<file path="src/rtl/ram_if_pkg.sv">
`default_nettype none
// =============================================================================
// Module      : ram_if_pkg
// Description : Shared definitions for the cache/RAM burst protocol responder.
// Revision    : 1.0 - initial release
// =============================================================================
package ram_if_pkg;

    localparam int BURST_LOG2 = 3;
    localparam int BURST_LEN  = 1 << BURST_LOG2;

    typedef enum logic [2:0] {
        ST_IDLE      = 3'd0,
        ST_RD_FILL   = 3'd1,
        ST_RD_STREAM = 3'd2,
        ST_WR_ACCESS = 3'd3,
        ST_WR_HOLD   = 3'd4,
        ST_RECOVER   = 3'd5
    } state_t;

    // Clears the word-in-line bits so a fill always starts at word 0.
    function automatic logic [63:0] line_align(input logic [63:0] addr, input int log2);
        return addr & ~((64'd1 << log2) - 64'd1);
    endfunction

endpackage
`default_nettype wire

</file>
<file path="src/rtl/ram_line_buffer.sv">
`default_nettype none
// =============================================================================
// Module      : ram_line_buffer
// Description : One-line register file, single write port, asynchronous read.
// Revision    : 1.0 - initial release
// =============================================================================
module ram_line_buffer #(
    parameter int DATA_W     = 16,
    parameter int DEPTH_LOG2 = 3
) (
    input  logic                  clk,
    input  logic                  we_i,
    input  logic [DEPTH_LOG2-1:0] waddr_i,
    input  logic [DATA_W-1:0]     wdata_i,
    input  logic [DEPTH_LOG2-1:0] raddr_i,
    output logic [DATA_W-1:0]     rdata_o
);

    logic [DATA_W-1:0] mem_q [0:(1<<DEPTH_LOG2)-1];

    // Contents are don't-care after reset, so the storage carries no reset.
    always_ff @(posedge clk) begin
        if (we_i) begin
            mem_q[waddr_i] <= wdata_i;
        end
    end

    assign rdata_o = mem_q[raddr_i];

endmodule
`default_nettype wire

</file>
<file path="src/rtl/ram_burst_responder.sv">
`default_nettype none
// =============================================================================
// Module      : ram_burst_responder
// Description : RAM side of the readram/writeram/ready burst protocol driving
//               an asynchronous SRAM; 8-word line fills and single-word writes.
// Revision    : 1.0 - initial release
// =============================================================================
module ram_burst_responder #(
    parameter int ADDR_W      = 24,
    parameter int DATA_W      = 16,
    parameter int BURST_LOG2  = ram_if_pkg::BURST_LOG2,
    parameter int WAIT_STATES = 1
) (
    input  logic              clk,
    input  logic              n_rst,
    input  logic [ADDR_W-1:0] address_ram,
    input  logic [DATA_W-1:0] datatoram,
    input  logic              readram,
    input  logic              writeram,
    output logic [DATA_W-1:0] datafromram,
    output logic              ready,
    output logic [ADDR_W-1:0] sram_a,
    output logic [DATA_W-1:0] sram_dq_o,
    input  logic [DATA_W-1:0] sram_dq_i,
    output logic              sram_dq_oe,
    output logic              sram_n_ce,
    output logic              sram_n_oe,
    output logic              sram_n_we
);

    import ram_if_pkg::*;

    localparam int                    WAIT_W    = (WAIT_STATES > 0) ? $clog2(WAIT_STATES + 1) : 1;
    localparam logic [WAIT_W-1:0]     WAIT_LAST = WAIT_W'(WAIT_STATES);
    localparam logic [BURST_LOG2-1:0] IDX_LAST  = '1;

    state_t                  state_q, state_d;
    logic [BURST_LOG2-1:0]   idx_q, idx_d;
    logic [WAIT_W-1:0]       wait_q, wait_d;
    logic [ADDR_W-1:0]       addr_q, addr_d;
    logic [DATA_W-1:0]       wdata_q, wdata_d;
    logic                    ready_q, ready_d;
    logic [DATA_W-1:0]       dfr_q, dfr_d;
    logic [ADDR_W-1:0]       sram_a_q, sram_a_d;
    logic [DATA_W-1:0]       dq_o_q, dq_o_d;
    logic                    dq_oe_q, dq_oe_d;
    logic                    n_ce_q, n_ce_d;
    logic                    n_oe_q, n_oe_d;
    logic                    n_we_q, n_we_d;

    logic                    buf_we;
    logic [DATA_W-1:0]       buf_rdata;

    ram_line_buffer #(
        .DATA_W     (DATA_W),
        .DEPTH_LOG2 (BURST_LOG2)
    ) u_line_buffer (
        .clk     (clk),
        .we_i    (buf_we),
        .waddr_i (idx_q),
        .wdata_i (sram_dq_i),
        .raddr_i (idx_d),
        .rdata_o (buf_rdata)
    );

    // Control: state, word index, wait-state counter and latched request.
    always_comb begin
        state_d = state_q;
        idx_d   = idx_q;
        wait_d  = wait_q;
        addr_d  = addr_q;
        wdata_d = wdata_q;
        buf_we  = 1'b0;
        unique case (state_q)
            ST_IDLE: begin
                idx_d  = '0;
                wait_d = '0;
                if (writeram) begin
                    state_d = ST_WR_ACCESS;
                    addr_d  = address_ram;
                    wdata_d = datatoram;
                end else if (readram) begin
                    state_d = ST_RD_FILL;
                    addr_d  = ADDR_W'(line_align(64'(address_ram), BURST_LOG2));
                end
            end
            ST_RD_FILL: begin
                if (wait_q == WAIT_LAST) begin
                    buf_we = 1'b1;
                    wait_d = '0;
                    idx_d  = idx_q + BURST_LOG2'(1);
                    if (idx_q == IDX_LAST) begin
                        state_d = ST_RD_STREAM;
                    end
                end else begin
                    wait_d = wait_q + WAIT_W'(1);
                end
            end
            ST_RD_STREAM: begin
                idx_d = idx_q + BURST_LOG2'(1);
                if (idx_q == IDX_LAST) begin
                    state_d = ST_RECOVER;
                end
            end
            ST_WR_ACCESS: begin
                if (wait_q == WAIT_LAST) begin
                    wait_d  = '0;
                    state_d = ST_WR_HOLD;
                end else begin
                    wait_d = wait_q + WAIT_W'(1);
                end
            end
            ST_WR_HOLD: state_d = ST_RECOVER;
            ST_RECOVER: state_d = ST_IDLE;
            default:    state_d = ST_IDLE;
        endcase
    end

    // Outputs are decoded from the next state so every pin comes from a flop.
    always_comb begin
        ready_d  = 1'b0;
        dfr_d    = dfr_q;
        sram_a_d = sram_a_q;
        dq_o_d   = dq_o_q;
        dq_oe_d  = 1'b0;
        n_ce_d   = 1'b1;
        n_oe_d   = 1'b1;
        n_we_d   = 1'b1;
        unique case (state_d)
            ST_RD_FILL: begin
                sram_a_d = {addr_d[ADDR_W-1:BURST_LOG2], idx_d};
                n_ce_d   = 1'b0;
                n_oe_d   = 1'b0;
            end
            ST_RD_STREAM: begin
                ready_d = 1'b1;
                dfr_d   = buf_rdata;
            end
            ST_WR_ACCESS: begin
                sram_a_d = addr_d;
                dq_o_d   = wdata_d;
                dq_oe_d  = 1'b1;
                n_ce_d   = 1'b0;
                n_we_d   = 1'b0;
            end
            ST_WR_HOLD: begin
                sram_a_d = addr_d;
                dq_o_d   = wdata_d;
                dq_oe_d  = 1'b1;
                n_ce_d   = 1'b0;
                ready_d  = 1'b1;
            end
            default: ;
        endcase
    end

    always_ff @(posedge clk or negedge n_rst) begin
        if (!n_rst) begin
            state_q  <= ST_IDLE;
            idx_q    <= '0;
            wait_q   <= '0;
            addr_q   <= '0;
            wdata_q  <= '0;
            ready_q  <= 1'b0;
            dfr_q    <= '0;
            sram_a_q <= '0;
            dq_o_q   <= '0;
            dq_oe_q  <= 1'b0;
            n_ce_q   <= 1'b1;
            n_oe_q   <= 1'b1;
            n_we_q   <= 1'b1;
        end else begin
            state_q  <= state_d;
            idx_q    <= idx_d;
            wait_q   <= wait_d;
            addr_q   <= addr_d;
            wdata_q  <= wdata_d;
            ready_q  <= ready_d;
            dfr_q    <= dfr_d;
            sram_a_q <= sram_a_d;
            dq_o_q   <= dq_o_d;
            dq_oe_q  <= dq_oe_d;
            n_ce_q   <= n_ce_d;
            n_oe_q   <= n_oe_d;
            n_we_q   <= n_we_d;
        end
    end

    assign ready       = ready_q;
    assign datafromram = dfr_q;
    assign sram_a      = sram_a_q;
    assign sram_dq_o   = dq_o_q;
    assign sram_dq_oe  = dq_oe_q;
    assign sram_n_ce   = n_ce_q;
    assign sram_n_oe   = n_oe_q;
    assign sram_n_we   = n_we_q;

endmodule
`default_nettype wire

</file>
<file path="config.mk">
export PLATFORM = sky130hd
export DESIGN_NAME = ram_burst_responder
export DESIGN_NICKNAME = d
export VERILOG_FILES = /design/src/rtl/ram_if_pkg.sv /design/src/rtl/ram_line_buffer.sv /design/src/rtl/ram_burst_responder.sv
export SDC_FILE = /design/constraint.sdc
export NUM_CORES = 1
export LEC_CHECK = 0
export BUFFER_PORTS_ARGS = -buffer_cell sky130_fd_sc_hd__buf_2
export CORE_MARGIN = 2
export CORE_UTILIZATION = 40
export DETAILED_ROUTE_END_ITERATION = 16
export MAX_ROUTING_LAYER = met4
export PLACE_DENSITY_LB_ADDON = 0.2
export SLEW_MARGIN = 5
export SYNTH_ARGS = -nofsm -noshare
export SYNTH_HDL_FRONTEND = slang
export SYNTH_SLANG_ARGS = --single-unit
</file>
<file path="constraint.sdc">
create_clock -name clk -period 4.6 [get_ports clk]
set_input_delay 0.92 -clock clk [delete_from_list [all_inputs] [get_ports clk]]
set_output_delay 0.92 -clock clk [all_outputs]
set_load 0.01 [all_outputs]
</file>
==> summary.txt, run 1 <==
Power
  • P_int: about 5.6 mW
  • Sw Share: approximately two fifths
  • PnR Total Power: between 9 and 10 mW
  • Clock power frac: between 20% and 30%
  • LEAKAGE: 4.68 nW
  • Sequential Power Share: 35.4%
  • Power Density: approximately 760 mW/mm²
  • Combinational share of power: a little over two fifths
  • Peak VDD IR: between 0.0005 and 0.0006 V
  • NetSw: about 3.7 mW

Place
  • Placed Cells: approximately 1.2k
  • Hpwl dp: between 15000 and 20000 µm
  • Post-DP Area: 0.0113 mm²
  • RD Place Congestion: 0.774
  • I/O Buffers: 120
  • Dpl ws: ~1.6 ns

STA
  • Final Hold Vio Count: 0
  • Worst setup margin: 1.55 ns
  • Fmax: ~330 MHz
  • Post-layout min period: around 3 ns
  • Worst-Margin Slew: between 1 and 1.5 ns
  • Total negative slack: 0 ns
  • Crit share post-route: about two thirds
  • Slew margin rel.: 23.6%
  • Setup violations, final: 0
  • Final Skew: 0.0140 ns
  • RSZ-0062 raised after global routing: no
  • Max Slew Vio Count: 0
  • Min Hold Slack: roughly 0.48 ns

Synthesis
  • Post-synth EDFFs: about 130
  • Synthesis Warnings: 0
  • Syn Inst Count: 815
  • Avg Inst Size Synth: 12.8 µm²
  • Compound-Gate Fraction of Synth Area: between 10% and 20%
  • Post-synth cell types: 50
  • Largest family of logic cells by synthesized area: compound AO/OA/AOI/OAI gates
  • Seq/Total Area, Yosys: between 60% and 70%
  • Synthesized flop and latch total: roughly 240
  • Synthesized area: 0.0104 mm²
  • Post-Synth Adder-Cell Area: 0.240%
  • Mux contribution to synthesized area: 8.81%
  • Post-synth net total: between 800 and 900
  • Main flop type after synthesis: edfxtp_1
  • Fraction of registers with async set or reset after synthesis: 45.8%
  • Post-Synth XOR/XNOR Area: 0%
  • Simple-gate share of the synthesized area: 8.38%

Routing
  • DRC: 0
  • Vias per cell: around 5.7
  • WL final: approximately 26000 µm
  • Drt initial violations: between 700 and 800
  • Routed vias: 7264
  • DRT Pass-1 Iters: 5
  • Post-DR wirelength/cell: between 20 and 25 µm
  • Antenna Violating Nets Remaining: 0

Layout
  • Final Net Count: between 900 and 1k
  • Footprint of the multi-input gates: 0.00341 mm²
  • Area growth syn-to-layout: 16.7%
  • Final core occ: ~47%
  • FF+latch area: around 0.0066 mm²
  • Cell Count, Final, Fillers Out: ~1.3k
  • Layout cell share with drive strength beyond 1: 28.0%
  • Finished Cell Area: 0.0121 mm²
  • FILL cells: 2326

Clock network
  • CTS Hold Bufs: 0
  • Worst-path clk slew: around 0.060 ns
  • Post-CTS Resized: 0
  • CTS tree: built
  • Worst-Skew Late Latency: between 0.5 and 0.6 ns
  • H-tree lvl count: 1
  • Clk root buf: clkbuf_16
  • Post-CTS Setup Bufs: 0
  • Clock Sinks: between 200 and 250
  • CTS Buffer Depth: 3
  • TritonCTS Buffers: 26

Global route
  • Antenna violations before repair: 2
  • Global route overflow: 0
  • Vias in the first global route: 7006
  • First-pass GRT wire length: 39800 µm
  • Largest net degree at the start of global routing: 92
  • GRT Resource Usage Total: 19.7%

Worst setup path
  • CP Data Arrival Time: between 3 and 4 ns
  • FF-to-FF Start: state_q[0]$_DFF_PN0_
  • CP Max Fanout: 34
  • Critical path type: reg2reg
  • Crit. End Element: flip-flop
  • Critical path launch point: state_q[0]$_DFF_PN0_
  • CP Data Required Time: about 5.0 ns
  • Crit path launch type: flip-flop

Die
  • Die area: 0.0273 mm²
  • Horiz. Die Dim: roughly 170 µm
  • Initial Util: roughly two fifths
  • # IOs: roughly 120
  • Die height: about 170 µm
  • # rows: around 60
  • Core box area: roughly 0.026 mm²

Min path
  • Hold Crit Class: reg2reg
  • HP Start: addr_q[11]$_DFF_PN0_

Run
  • Max_cap viols: 0

Run status
  • Status: complete, no violations
-- synth_stat cells (2+ instances only) --
master | instances | share of area [%]
edfxtp_1 | 128 | 37
nor2_1 | 111 | 4.0
dfrtp_1 | 105 | 25
mux2_2 | 50 | 5.4
nand3_1 | 50 | 2.4
clkbuf_1 | 36 | 1.3
inv_1 | 36 | 1.3
a221oi_1 | 33 | 2.8
o31ai_1 | 33 | 2.4
a32oi_1 | 32 | 2.7
mux2i_1 | 32 | 3.1
o211ai_1 | 32 | 2.3
buf_2 | 22 | 1.1
o221a_1 | 16 | 1.7
o22ai_1 | 16 | 0.96
nand2_1 | 9 | 0.32
buf_6 | 6 | 0.65
o21ai_0 | 6 | 0.29
buf_1 | 5 | 0.18
a21oi_1 | 4 | 0.19
a22o_1 | 4 | 0.34
buf_4 | 4 | 0.29
nand2b_1 | 4 | 0.24
a22oi_1 | 3 | 0.22
dfstp_2 | 3 | 0.76
mux2_1 | 3 | 0.32
nor3_1 | 3 | 0.14
o21ai_1 | 3 | 0.14
ha_1 | 2 | 0.24
inv_2 | 2 | 0.072
nor2b_1 | 2 | 0.12
or4_1 | 2 | 0.14
-- logic make-up after synthesis --
logic type,count (synthesis)
compound gates,190
mux,85
fa+ha+maj,2
simple gates,191
flops,236
buf+inv,111
-- final cells by class --
type | count | share of cell area, %
Multi-Input combinational cell | 468 | 28.0
Inverter | 38 | 1.17
Clock inverter | 5 | 0.247
Clock buffer | 41 | 6.66
Antenna cell | 2 | 0.0412
Sequential cell | 236 | 54.0
Timing Repair Buffer | 142 | 6.43
Tap cell | 335 | 3.45
-- sequential cells by signal, summed over array words and instances (netlist names) --
signal / count
sram_n_oe: 1
sram_dq_oe: 1
sram_dq_o: 16
state_q: 3
idx_q: 3
u_line_buffer.mem_q: 128
sram_n_we: 1
wdata_q: 16
datafromram: 16
wait_q: 1
ready: 1
sram_n_ce: 1
addr_q: 24
sram_a: 24
-- routing by layer --
| layer | share of wire (%) | vias up | GRT usage (%) |
|---|---|---|---|
| met2 | 46 | 257 | 31.3 |
| met5 | 0 | - | - |
| met4 | 1.8 | 0 | 5.09 |
| met1 | 45 | 3646 | 26.5 |
| met3 | 6.8 | 37 | 3.37 |
| li1 | - | 3324 | - |
-- placed cells by master (no fill, tap or decap), drive strengths merged, types with 4 or more instances in the layout --
cell      n
clkinv    4
inv      38
buf     142
clkbuf   41
a21oi     5
nand2    10
nor3      4
mux2i    32
o21ai    10
o221a    16
o22ai    16
nor2    111
o211ai   32
nand3    50
a32oi    33
a22oi     4
edfxtp  128
a22o      4
mux2     53
a221oi   33
dfrtp   105
o31ai    33
nand2b    5
-- final timing paths --
kind,cells past startpoint,slack (ns),to
hold / removal,1,0.48,addr_q[11]$_DFF_PN0_
min in group asynchronous,1,0.54,addr_q[10]$_DFF_PN0_
hold reg to reg,1,0.48,addr_q[11]$_DFF_PN0_
setup reg to reg,7,1.55,datafromram[14]$_DFFE_PN0N_
max in group asynchronous,2,3.25,sram_n_ce$_DFF_PN1_
setup / recovery,7,1.55,datafromram[14]$_DFFE_PN0N_
-- power groups by stage --
| stage | logic [mW] | clock network, mW | registers (mW) |
|---|---|---|---|
| 2_1_floorplan | 2.91 | 0 | 3.17 |
| 4_1_cts | 3.96 | 2.06 | 3.27 |
| 6_report | 3.95 | 2.02 | 3.27 |
| 3_3_place_gp | 3.89 | 0 | 3.30 |
| 5_1_grt | 4.34 | 2.14 | 3.35 |
| 3_5_place_dp | 3.94 | 0 | 3.31 |
-- worst max-delay path, cell delays in order (launching register included) --
cell      delay (ns)
dfrtp_1         0.74
inv_1           0.25
o21ai_4         0.79
buf_4           0.51
nand3_1         0.15
o211ai_1        0.13
nand3_1         0.15
o221a_1         0.19
Note: power is estimated with default switching activity, not from simulation.
==> run 2, diff against run 1 <==
ABC_AREA = 1   (was default)
clock period = 2.6 ns   (was 4.6 ns; I/O delays follow)
==> run 2 against run 1 <==
Compared with the run above:
- core utilization is 1.4 points higher
- final cell count is 12% higher
- die area is 4.7% lower
- clock skew is 0.0087 ns lower
- area after synthesis is 4.8% lower
- maximum frequency is 45% higher
- count of clock-buffer cells in the layout is 7 lower
- sequential share of layout area is 1.6 points higher
- wire length is 14% lower
- flip-flop and latch count stayed put
- combinational power is 71% higher
- worst hold slack worse by 0.46 ns
==> summary.txt, run 2 <==
Worst setup path
  • CP Data Arrival Time: 2.51 ns (-0.96 ns)
  • Crit. End Element: flip-flop
  • Critical path launch point: state_q[1]$_DFF_PN0_
  • Crit path launch type: flip-flop
  • Slowest stage cell on the critical path: nand2_2
  • Critical path type: reg2reg
  • CP Max Fanout: 23 (-32%)
  • Crit path cell chain: inv_1 > nand2_1 > nor2_4 > nand2_4 > nand2_1 > inv_1 > nand2_2 > mux2_2
  • CP Data Required Time: 3.01 ns (-2.00 ns)
  • FF-to-FF Start: state_q[1]$_DFF_PN0_
  • Crit-path max cell delay: 0.43 ns (-0.36 ns)

Synthesis
  • Synthesized area: 0.00991 mm² (-4.8%)
  • Seq/Total Area, Yosys: 66.1% (+3.2 points)
  • Syn Inst Count: 942 (+16%)
  • Avg Inst Size Synth: 10.5 µm² (-18%)
  • Fraction of registers with async set or reset after synthesis: 45.8% (unchanged)
  • Main flop type after synthesis: edfxtp_1
  • Post-synth cell types: 31 (-38%)
  • Top cells by count, synth: 273 x nand2_1, 167 x nand3_1, 129 x inv_1, 128 x edfxtp_1, 105 x dfrtp_1
  • Synthesis Warnings: 0 (unchanged)
  • Synthesized flop and latch total: 236 (unchanged)
  • Synth top area cells: edfxtp_1 39%, dfrtp_1 27%, nand2_1 10%
  • Post-synth net total: 1004 (+14%)
  • Post-synth EDFFs: 128 (unchanged)
  • Synth top area share: 38.8% (+1.9 points)
  • Synth area leader: edfxtp_1
  • Top-count cell post-synth: nand2_1

Clock network
  • Clk root buf: clkbuf_16
  • CTS Hold Bufs: 0 (unchanged)
  • TritonCTS Buffers: 26 (unchanged)
  • Worst-Skew Late Latency: 0.52 ns (about the same)
  • CTS tree: built
  • Worst-path clk slew: 0.06 ns (about the same)
  • Post-CTS Setup Bufs: 0 (unchanged)
  • Clock Sinks: 236 (unchanged)
  • Post-CTS Resized: 0 (unchanged)
  • H-tree lvl count: 1 (unchanged)
  • CTS Buffer Depth: 3 (unchanged)

STA
  • Final Skew: 0.00533 ns (-0.00867 ns)
  • Worst-Margin Slew: 0.658 ns (-0.487 ns)
  • Crit share post-route: 80.9% (+15 points)
  • Final Hold Vio Count: 0 (unchanged)
  • Min Hold Slack: 0.0197 ns (-0.463 ns)
  • Slew margin rel.: 56.1% (+33 points)
  • Max Slew Vio Count: 0 (unchanged)
  • Fmax: 475 MHz (+45%)
  • Total negative slack: 0 ns (unchanged)
  • Setup violations, final: 0 (unchanged)
  • Post-layout min period: 2.10 ns (-0.950 ns)
  • RSZ-0062 raised after global routing: no

Global route
  • Antenna violations before repair: 0 (-2)
  • GRT Resource Usage Total: 18.1% (-1.6 points)
  • Largest net degree at the start of global routing: 48 (-48%)
  • Global route overflow: 0 (unchanged)
  • First-pass GRT wire length: 36000 µm (-9.5%)
  • Vias in the first global route: 6564 (-6.3%)

Routing
  • Vias per cell: 4.76 (-17%)
  • DRC: 0 (unchanged)
  • Routed vias: 6755 (-7.0%)
  • DRT Pass-1 Iters: 5 (unchanged)
  • Antenna Violating Nets Remaining: 0 (unchanged)
  • Post-DR wirelength/cell: 16.0 µm (-23%)
  • Drt initial violations: 475 (-33%)
  • WL final: 22700 µm (-14%)

Place
  • RD Place Congestion: 0.770 (-0.57%)
  • Hpwl dp: 13700 µm (-10%)
  • I/O Buffers: 120 (unchanged)
  • Placed Cells: 1373 (+13%)

Power
  • Peak VDD IR: 0.000758 V (+48%)
  • LEAKAGE: 5.60 nW (+20%)
  • Power Density: 1330 mW/mm² (+75%)

Layout
  • Final Net Count: 1139 (+17%)
  • Layout cell share with drive strength beyond 1: 22.6% (-5.3 points)
  • Cell Count, Final, Fillers Out: 1420 (+12%)
  • Most frequent cells in the layout: 270 x nand2_1, 167 x nand3_1, 129 x inv_1, 128 x edfxtp_1, 119 x buf_2
  • Inserted Diodes: 0 (-2)
  • Max reg flops: 128 (unchanged)
  • Commonest non-fill, non-tap cell in the layout: nand2_1
  • FILL cells: 2254 (-3.1%)
  • Area growth syn-to-layout: 18.9%
  • Reg with most FFs: u_line_buffer.mem_q

Run status
  • Status: complete, no violations

Die
  • Horiz. Die Dim: 161 µm (-2.4%)
  • Initial Util: 40.7% (+0.47 points)
  • Die height: 161 µm (-2.4%)
  • Die area: 0.0260 mm² (-4.7%)
  • Core box area: 0.0243 mm² (-5.9%)
  • # rows: 57 (-3.4%)
  • # IOs: 121 (unchanged)

Min path
  • Hold Crit Class: in2async

Run
  • Max_cap viols: 0 (unchanged)
run 2: cell types whose count changed in the layout (fill, tap and decap cells not counted), sizes merged, moves of 15 or more:
cell	before	now
a221oi	33	0
a32oi	33	0
inv	38	136
mux2	53	32
mux2i	32	0
nand2	10	278
nand3	50	168
nand3b	1	16
nor2	111	18
o211ai	32	0
o221a	16	0
o22ai	16	0
o31ai	33	0
run 2: per-stage QoR:
stage / setup slack (ns) / utilization [%] / power, mW / cell area, µm²
5_1_grt: 0.272 / 48.5 / 16.9 / 11800
4_1_cts: 0.448 / 48.5 / 15.9 / 11800
6_report: 0.495 / 48.5 / 15.7 / 11800
3_5_place_dp: 0.478 / 45.0 / 12.3 / 10900
2_1_floorplan: 0.0878 / - / 10.3 / 9910
3_3_place_gp: 0.508 / 45.0 / 12.2 / 10900
run 2: critical path: cells and delay by family, from the launching register on:
family | cells | cell delay [ns]
flip-flops | 1 | 0.42
multiplexers | 1 | 0.40
buffers and inverters | 2 | 0.16
AND/OR/NAND/NOR | 5 | 1.01
run 2: worst paths after layout:
path | endpoint | slack, ns | cells past startpoint
setup / recovery | sram_dq_o[13]$_DFFE_PN0P_ | 0.50 | 8
hold / removal | sram_a[7]$_DFFE_PN0P_ | 0.02 | 1
setup reg to reg | sram_dq_o[13]$_DFFE_PN0P_ | 0.50 | 8
hold reg to reg | addr_q[0]$_DFF_PN0_ | 0.47 | 2
max in group asynchronous | wdata_q[9]$_DFF_PN0_ | 1.83 | 2
min in group clk | addr_q[8]$_DFF_PN0_ | 0.22 | 3
run 2: power breakdown:
| part | internal, mW | total [mW] | switching [mW] |
|---|---|---|---|
| clock | 2.12 | 3.56 | 1.44 |
| combinational | 2.36 | 6.77 | 4.41 |
| sequential | 4.95 | 5.35 | 0.397 |
| total | 9.43 | 15.7 | 6.25 |
run 2: area by class of cell:
type                            instances  area, µm²  area share, %
Multi-Input combinational cell        526       2600           22.1
Sequential cell                       236       6550           55.6
Inverter                              137        517           4.39
Tap cell                              324        405           3.44
Clock inverter                         13       90.1          0.764
Clock buffer                           34        752           6.38
Timing Repair Buffer                  150        866           7.35
run 2: cell families after synthesis:
family,count (synthesis),share of synthesized area (%)
simple gates,485,21.6
flops,236,66.1
buf+inv,180,7.80
mux,32,3.64
compound gates,7,0.581
fa+ha+maj,2,0.252
run 2: per-layer routing:
layer,track usage [%],share of wire (%)
met1,24.1,46
met2,29.2,47
met3,2.72,5.4
met4,4.83,2.1
met5,-,0
